File: config.mk
export PLATFORM = sky130hd
export DESIGN_NAME = down_counter_flat
export DESIGN_NICKNAME = d
export VERILOG_FILES = /design/src/rtl/down_counter_if.sv /design/src/rtl/down_counter.sv /design/src/flat_wrapper.sv
export SDC_FILE = /design/constraint.sdc
export NUM_CORES = 1
export LEC_CHECK = 0
export ABC_AREA = 1
export CAP_MARGIN = 5
export CELL_PAD_IN_SITES_DETAIL_PLACEMENT = 2
export CELL_PAD_IN_SITES_GLOBAL_PLACEMENT = 2
export CORE_MARGIN = 1.5
export CORE_UTILIZATION = 23
export CTS_BUF_LIST = sky130_fd_sc_hd__clkbuf_16
export CTS_CLUSTER_DIAMETER = 150
export DETAILED_ROUTE_END_ITERATION = 10
export GPL_ROUTABILITY_DRIVEN = 0
export GPL_TIMING_DRIVEN = 1
export PLACE_DENSITY = 0.69
export REMOVE_ABC_BUFFERS = 1
export SYNTH_ARGS = -nofsm -noshare
export SYNTH_HDL_FRONTEND = slang
export SYNTH_SLANG_ARGS = --single-unit
File: constraint.sdc
create_clock -name clk_i -period 1.1 [get_ports clk_i]
set_input_delay 0.22 -clock clk_i [delete_from_list [all_inputs] [get_ports clk_i]]
set_output_delay 0.22 -clock clk_i [all_outputs]
set_load 0.005 [all_outputs]
File: src/rtl/down_counter_if.sv
// Control and status bundle for down_counter. Signal suffixes are from the counter's point of view.
interface down_counter_if #(
  parameter int WIDTH = 4
);
  logic             enable_i;
  logic             load_i;
  logic [WIDTH-1:0] load_value_i;
  logic             start_i;
  logic             stop_i;
  logic [WIDTH-1:0] counter_out_o;
  logic             tc_o;
  logic             busy_o;
  logic             done_o;

  modport master (
    output enable_i, load_i, load_value_i, start_i, stop_i,
    input  counter_out_o, tc_o, busy_o, done_o
  );

  modport slave (
    input  enable_i, load_i, load_value_i, start_i, stop_i,
    output counter_out_o, tc_o, busy_o, done_o
  );
endinterface

File: src/rtl/down_counter.sv
// Loadable down counter with IDLE/RUN/DONE control and a one-cycle terminal-count pulse.
// Optional auto-reload restarts from the last loaded value instead of stopping at zero.
module down_counter #(
  parameter int WIDTH       = 4,
  parameter bit AUTO_RELOAD = 1'b0
) (
  input  logic         clk_i,
  input  logic         rst_ni,
  down_counter_if.slave bus
);

  typedef enum logic [1:0] {
    IDLE = 2'd0,
    RUN  = 2'd1,
    DONE = 2'd2
  } state_t;

  state_t           state_q;
  logic [WIDTH-1:0] count_q;
  logic [WIDTH-1:0] reload_q;
  logic             tc_q;

  always_ff @(posedge clk_i or negedge rst_ni) begin
    if (!rst_ni) begin
      state_q  <= IDLE;
      count_q  <= '0;
      reload_q <= '0;
      tc_q     <= 1'b0;
    end else begin
      tc_q <= 1'b0;
      if (bus.load_i) begin
        count_q  <= bus.load_value_i;
        reload_q <= bus.load_value_i;
        state_q  <= IDLE;
      end else if (bus.stop_i) begin
        state_q <= IDLE;
      end else begin
        unique case (state_q)
          IDLE: begin
            if (bus.start_i && (count_q != '0)) state_q <= RUN;
          end
          RUN: begin
            if (bus.enable_i) begin
              if (count_q == WIDTH'(1)) begin
                tc_q <= 1'b1;
                if (AUTO_RELOAD) begin
                  count_q <= reload_q;
                end else begin
                  count_q <= '0;
                  state_q <= DONE;
                end
              end else if (count_q != '0) begin
                // a zero count in RUN holds rather than wrapping to all-ones
                count_q <= count_q - WIDTH'(1);
              end
            end
          end
          DONE: begin
            if (bus.start_i && (reload_q != '0)) begin
              count_q <= reload_q;
              state_q <= RUN;
            end
          end
          default: state_q <= IDLE;
        endcase
      end
    end
  end

  assign bus.counter_out_o = count_q;
  assign bus.tc_o          = tc_q;
  assign bus.busy_o        = (state_q == RUN);
  assign bus.done_o        = (state_q == DONE);

endmodule

File: src/flat_wrapper.sv
// flat-port wrapper written by rule: the top's interface ports become plain ports
module down_counter_flat 
#(
  parameter int WIDTH       = 4,
  parameter bit AUTO_RELOAD = 1'b0
)
  (clk_i, rst_ni, bus_enable_i, bus_load_i, bus_load_value_i, bus_start_i, bus_stop_i, bus_counter_out_o, bus_tc_o, bus_busy_o, bus_done_o);
  down_counter_if #(.WIDTH(WIDTH)) bus_i ();
  input  logic clk_i;
  input  logic rst_ni;
  input wire logic [$bits(bus_i.enable_i)-1:0] bus_enable_i;
  input wire logic [$bits(bus_i.load_i)-1:0] bus_load_i;
  input wire logic [$bits(bus_i.load_value_i)-1:0] bus_load_value_i;
  input wire logic [$bits(bus_i.start_i)-1:0] bus_start_i;
  input wire logic [$bits(bus_i.stop_i)-1:0] bus_stop_i;
  output wire logic [$bits(bus_i.counter_out_o)-1:0] bus_counter_out_o;
  output wire logic [$bits(bus_i.tc_o)-1:0] bus_tc_o;
  output wire logic [$bits(bus_i.busy_o)-1:0] bus_busy_o;
  output wire logic [$bits(bus_i.done_o)-1:0] bus_done_o;
  assign bus_i.enable_i = bus_enable_i;
  assign bus_i.load_i = bus_load_i;
  assign bus_i.load_value_i = bus_load_value_i;
  assign bus_i.start_i = bus_start_i;
  assign bus_i.stop_i = bus_stop_i;
  assign bus_counter_out_o = bus_i.counter_out_o;
  assign bus_tc_o = bus_i.tc_o;
  assign bus_busy_o = bus_i.busy_o;
  assign bus_done_o = bus_i.done_o;
  down_counter #(.WIDTH(WIDTH), .AUTO_RELOAD(AUTO_RELOAD)) u_core (.clk_i(clk_i), .rst_ni(rst_ni), .bus(bus_i));
endmodule
==> impl_results.md <==
- Root Driver: clkbuf_16
- Crit-path slowest cell: dfrtp_1
- #FFs+latches synth: 11
- Vias in the first global route: a little under 1000
- H-tree depth: 1
- Ports: 17
- HPWL Detailed: 1.95 mm
- Die span in x: a little under 60 µm
- Pre-antenna DRT Iters: 2
- Clk slew on worst S/H paths: 0.05 ns
- CP endpoint kind: flop
- Required @ worst endpoint: 1.23 ns
- Clock sinks: 11
- VDD IR max: approximately 750 µV
- Latest clock arrival within the worst-skew pair: approximately 0.25 ns
- Most frequent CP cell: nand2_1
- # DRC: 0
- Register area share after synthesis: around two fifths
- Clock buffer depth: 2
- Critical path launch point type: flop
- CTS tree: built
- Failing checks: setup timing
- Max stage delay on crit path: between 0.4 and 0.5 ns
- Reg2reg start: u_core.bus.counter_out_o[0]$_DFFE_PN0P_
- Worst-path maximum fanout: 5
- MaxCap Viol Count: 0
- Hold Fails Final Rpt: 0
- DR vias: approximately 850
- PD cells: roughly 1600 nW/µm²
- Crit Path Class: flop to flop
- Post-route minimum period: around 1.4 ns
- Yosys warning count: 0
- Least-Margin Pin Slew: 0.232 ns
- FP Rows: 20
- All-layer global routing usage: 18.4%
- Nets: 161
- Netlist cell types: 21
- Worst slew margin: between 80 and 90%
- Crit-path cells: buf_6 -> ha_4 -> inv_2 -> nand4_4 -> nand3_4 -> nand2_4 -> nand2_1 -> nand2_1
- Drt wl/cell: around 15 µm
- Final worst slack: -0.250 ns
- Die Ht: ~59 µm
- Syn Area/Cell: 7.09 µm²
- Area contributors post-synth: dfrtp_1 (38%), nand2_1 (23%), nand3_1 (4.9%)
- Total grt overflow: 0
- Post-Syn Area: between 700 and 800 µm²
- Diodes inserted: 0
- Iter 0 DRT Violations: 1
- Num CTS Buffers: 3
- DP Area: roughly 1100 µm²
- Port-buffer cells: 16
- RSZ-0062 raised after global routing: yes
- Final setup vio count: 9
- R2R depth: 8
- DRT antenna net count: 0
- Initial antenna violation count: 0
- Arrival @ worst endpoint: approximately 1.5 ns
- Final Cycle Share: 123%
- Core box area: approximately 3000 µm²
- Reg2Reg Capture Point: u_core.bus.counter_out_o[0]$_DFFE_PN0P_
- Cts hold-fix bufs: 0
- Die Area: 3460 µm²
- Filler instances: ~350
- Largest net degree at the start of global routing: 12
- Static leakage: ~0.67 nW
- Finished Cell Area: around 1300 µm²
- Crit. Startpoint: u_core.bus.counter_out_o[0]$_DFFE_PN0P_
- Synth top area share: roughly two fifths
- Proportion of layout cells with a drive suffix above 1: roughly 47%
- Cell count after synthesis: 101
- Layout Area Growth over Synthesis: 81.5%
- Hold Path Class: primary input to async pin
- DR vias/cell: ~4.7
- Clock skew: ~0.0046 ns
- First-pass GRT wire length: ~4.6 mm
- Starting Density: a little under a quarter
- Fin cells: between 150 and 200
- Status: complete, but fails checks
- Max-slew violations: 0
- Largest area contributor in the netlist: dfrtp_1
- Placed insts: ~170
- Final WL: around 2.7 mm
- R2r setup slk: -0.25 ns
- Fmax: about 740 MHz
-- worst max-delay path, delay by kind of cell (launching register included) --
kind	cells	cell delay, ns
adders and majority gates	1	0.16
buffers and inverters	2	0.21
DFF	1	0.41
and+or+nand+nor	5	0.45
-- worst max path at each step --
stage | end | slack, ns
2_1_floorplan | u_core.bus.counter_out_o[0]$_DFFE_PN0P_ | -0.11
3_3_place_gp | u_core.bus.counter_out_o[0]$_DFFE_PN0P_ | -0.29
5_1_grt | u_core.bus.counter_out_o[0]$_DFFE_PN0P_ | -0.31
3_5_place_dp | u_core.bus.counter_out_o[0]$_DFFE_PN0P_ | -0.31
4_1_cts | u_core.bus.counter_out_o[3]$_DFFE_PN0P_ | -0.20
6_report | u_core.bus.counter_out_o[0]$_DFFE_PN0P_ | -0.25
-- registers in the layout, summed over array words and instances, names as in the netlist --
name,cells
u_core.reload_q,4
u_core.bus.counter_out_o,4
u_core.bus.tc_o,1
u_core.state_q,2
-- cells by family after synthesis --
| kind of cell | count (synthesis) | synth area share (%) |
|---|---|---|
| AOI/OAI and AO/OA | 9 | 7.69 |
| buffers and inverters | 13 | 7.69 |
| and+or+nand+nor | 65 | 41.4 |
| xor gates and xnor gates | 1 | 1.22 |
| DFF | 11 | 38.5 |
| adders and majority gates | 2 | 3.50 |
-- final cells by class --
class | instances | area [µm²] | area share (%)
flip-flops and latches | 11 | 275 | 21.2
clock buffers | 3 | 75.1 | 5.78
clock inverters | 1 | 3.75 | 0.289
multi-input cells | 77 | 484 | 37.3
repair buffers | 44 | 372 | 28.6
well taps | 33 | 41.3 | 3.18
inverters | 12 | 47.5 | 3.66
-- placed cells by master, fill, tap and decap left out, drive strengths merged --
cell type	Yosys	layout
nor2	9	9
clkdlybuf4s50	0	9
o21ai	7	7
clkdlybuf4s15	0	1
buf	1	32
nand4	1	1
clkbuf	0	5
dfrtp	11	11
nand2	46	46
ha	2	2
inv	12	13
nand3	8	8
nor3	1	1
xnor2	1	1
o21a	2	2
-- Yosys cell counts, drive strengths merged --
master,count
buf,1
dfrtp,11
ha,2
inv,12
nand2,46
nand3,8
nand4,1
nor2,9
nor3,1
o21a,2
o21ai,7
xnor2,1
-- timing repair --
action	in CTS	in global routing
endpoints found under the setup margin	14	13
pin swaps	6	5
resized for setup	48	14
setup buffers	5	2
-- through the flow --
| stage | hold WS [ns] | TNS [ns] | total power, mW | util, % | worst slack, ns |
|---|---|---|---|---|---|
| floorplan | -0.0756 | -0.557 | 0.844 | - | -0.113 |
| global placement | 0.540 | -2.58 | 1.21 | 36.0 | -0.287 |
| detailed placement | 0.542 | -3.14 | 1.24 | 36.0 | -0.315 |
| CTS | 0.282 | -1.49 | 2.15 | 42.5 | -0.201 |
| global route | 0.297 | -1.89 | 2.27 | 43.3 | -0.306 |
| finish | 0.286 | -1.35 | 2.14 | 43.3 | -0.250 |
-- report_power, final --
group	total (mW)	leakage (nW)	internal [mW]	switching [mW]
registers	0.528	0.140	0.466	0.0624
logic	0.925	0.487	0.456	0.469
clock network	0.685	0.0423	0.480	0.205
total	2.14	0.670	1.40	0.737
-- per-layer routing --
metal	vias to the layer above	GRT usage [%]	share of wire (%)
met3	9	3.74	3.7
li1	411	-	-
met5	-	0	0
met1	412	19.2	39
met4	0	7.79	2.6
met2	19	34.9	55
No activity file was read; power rests on OpenSTA's default activity.
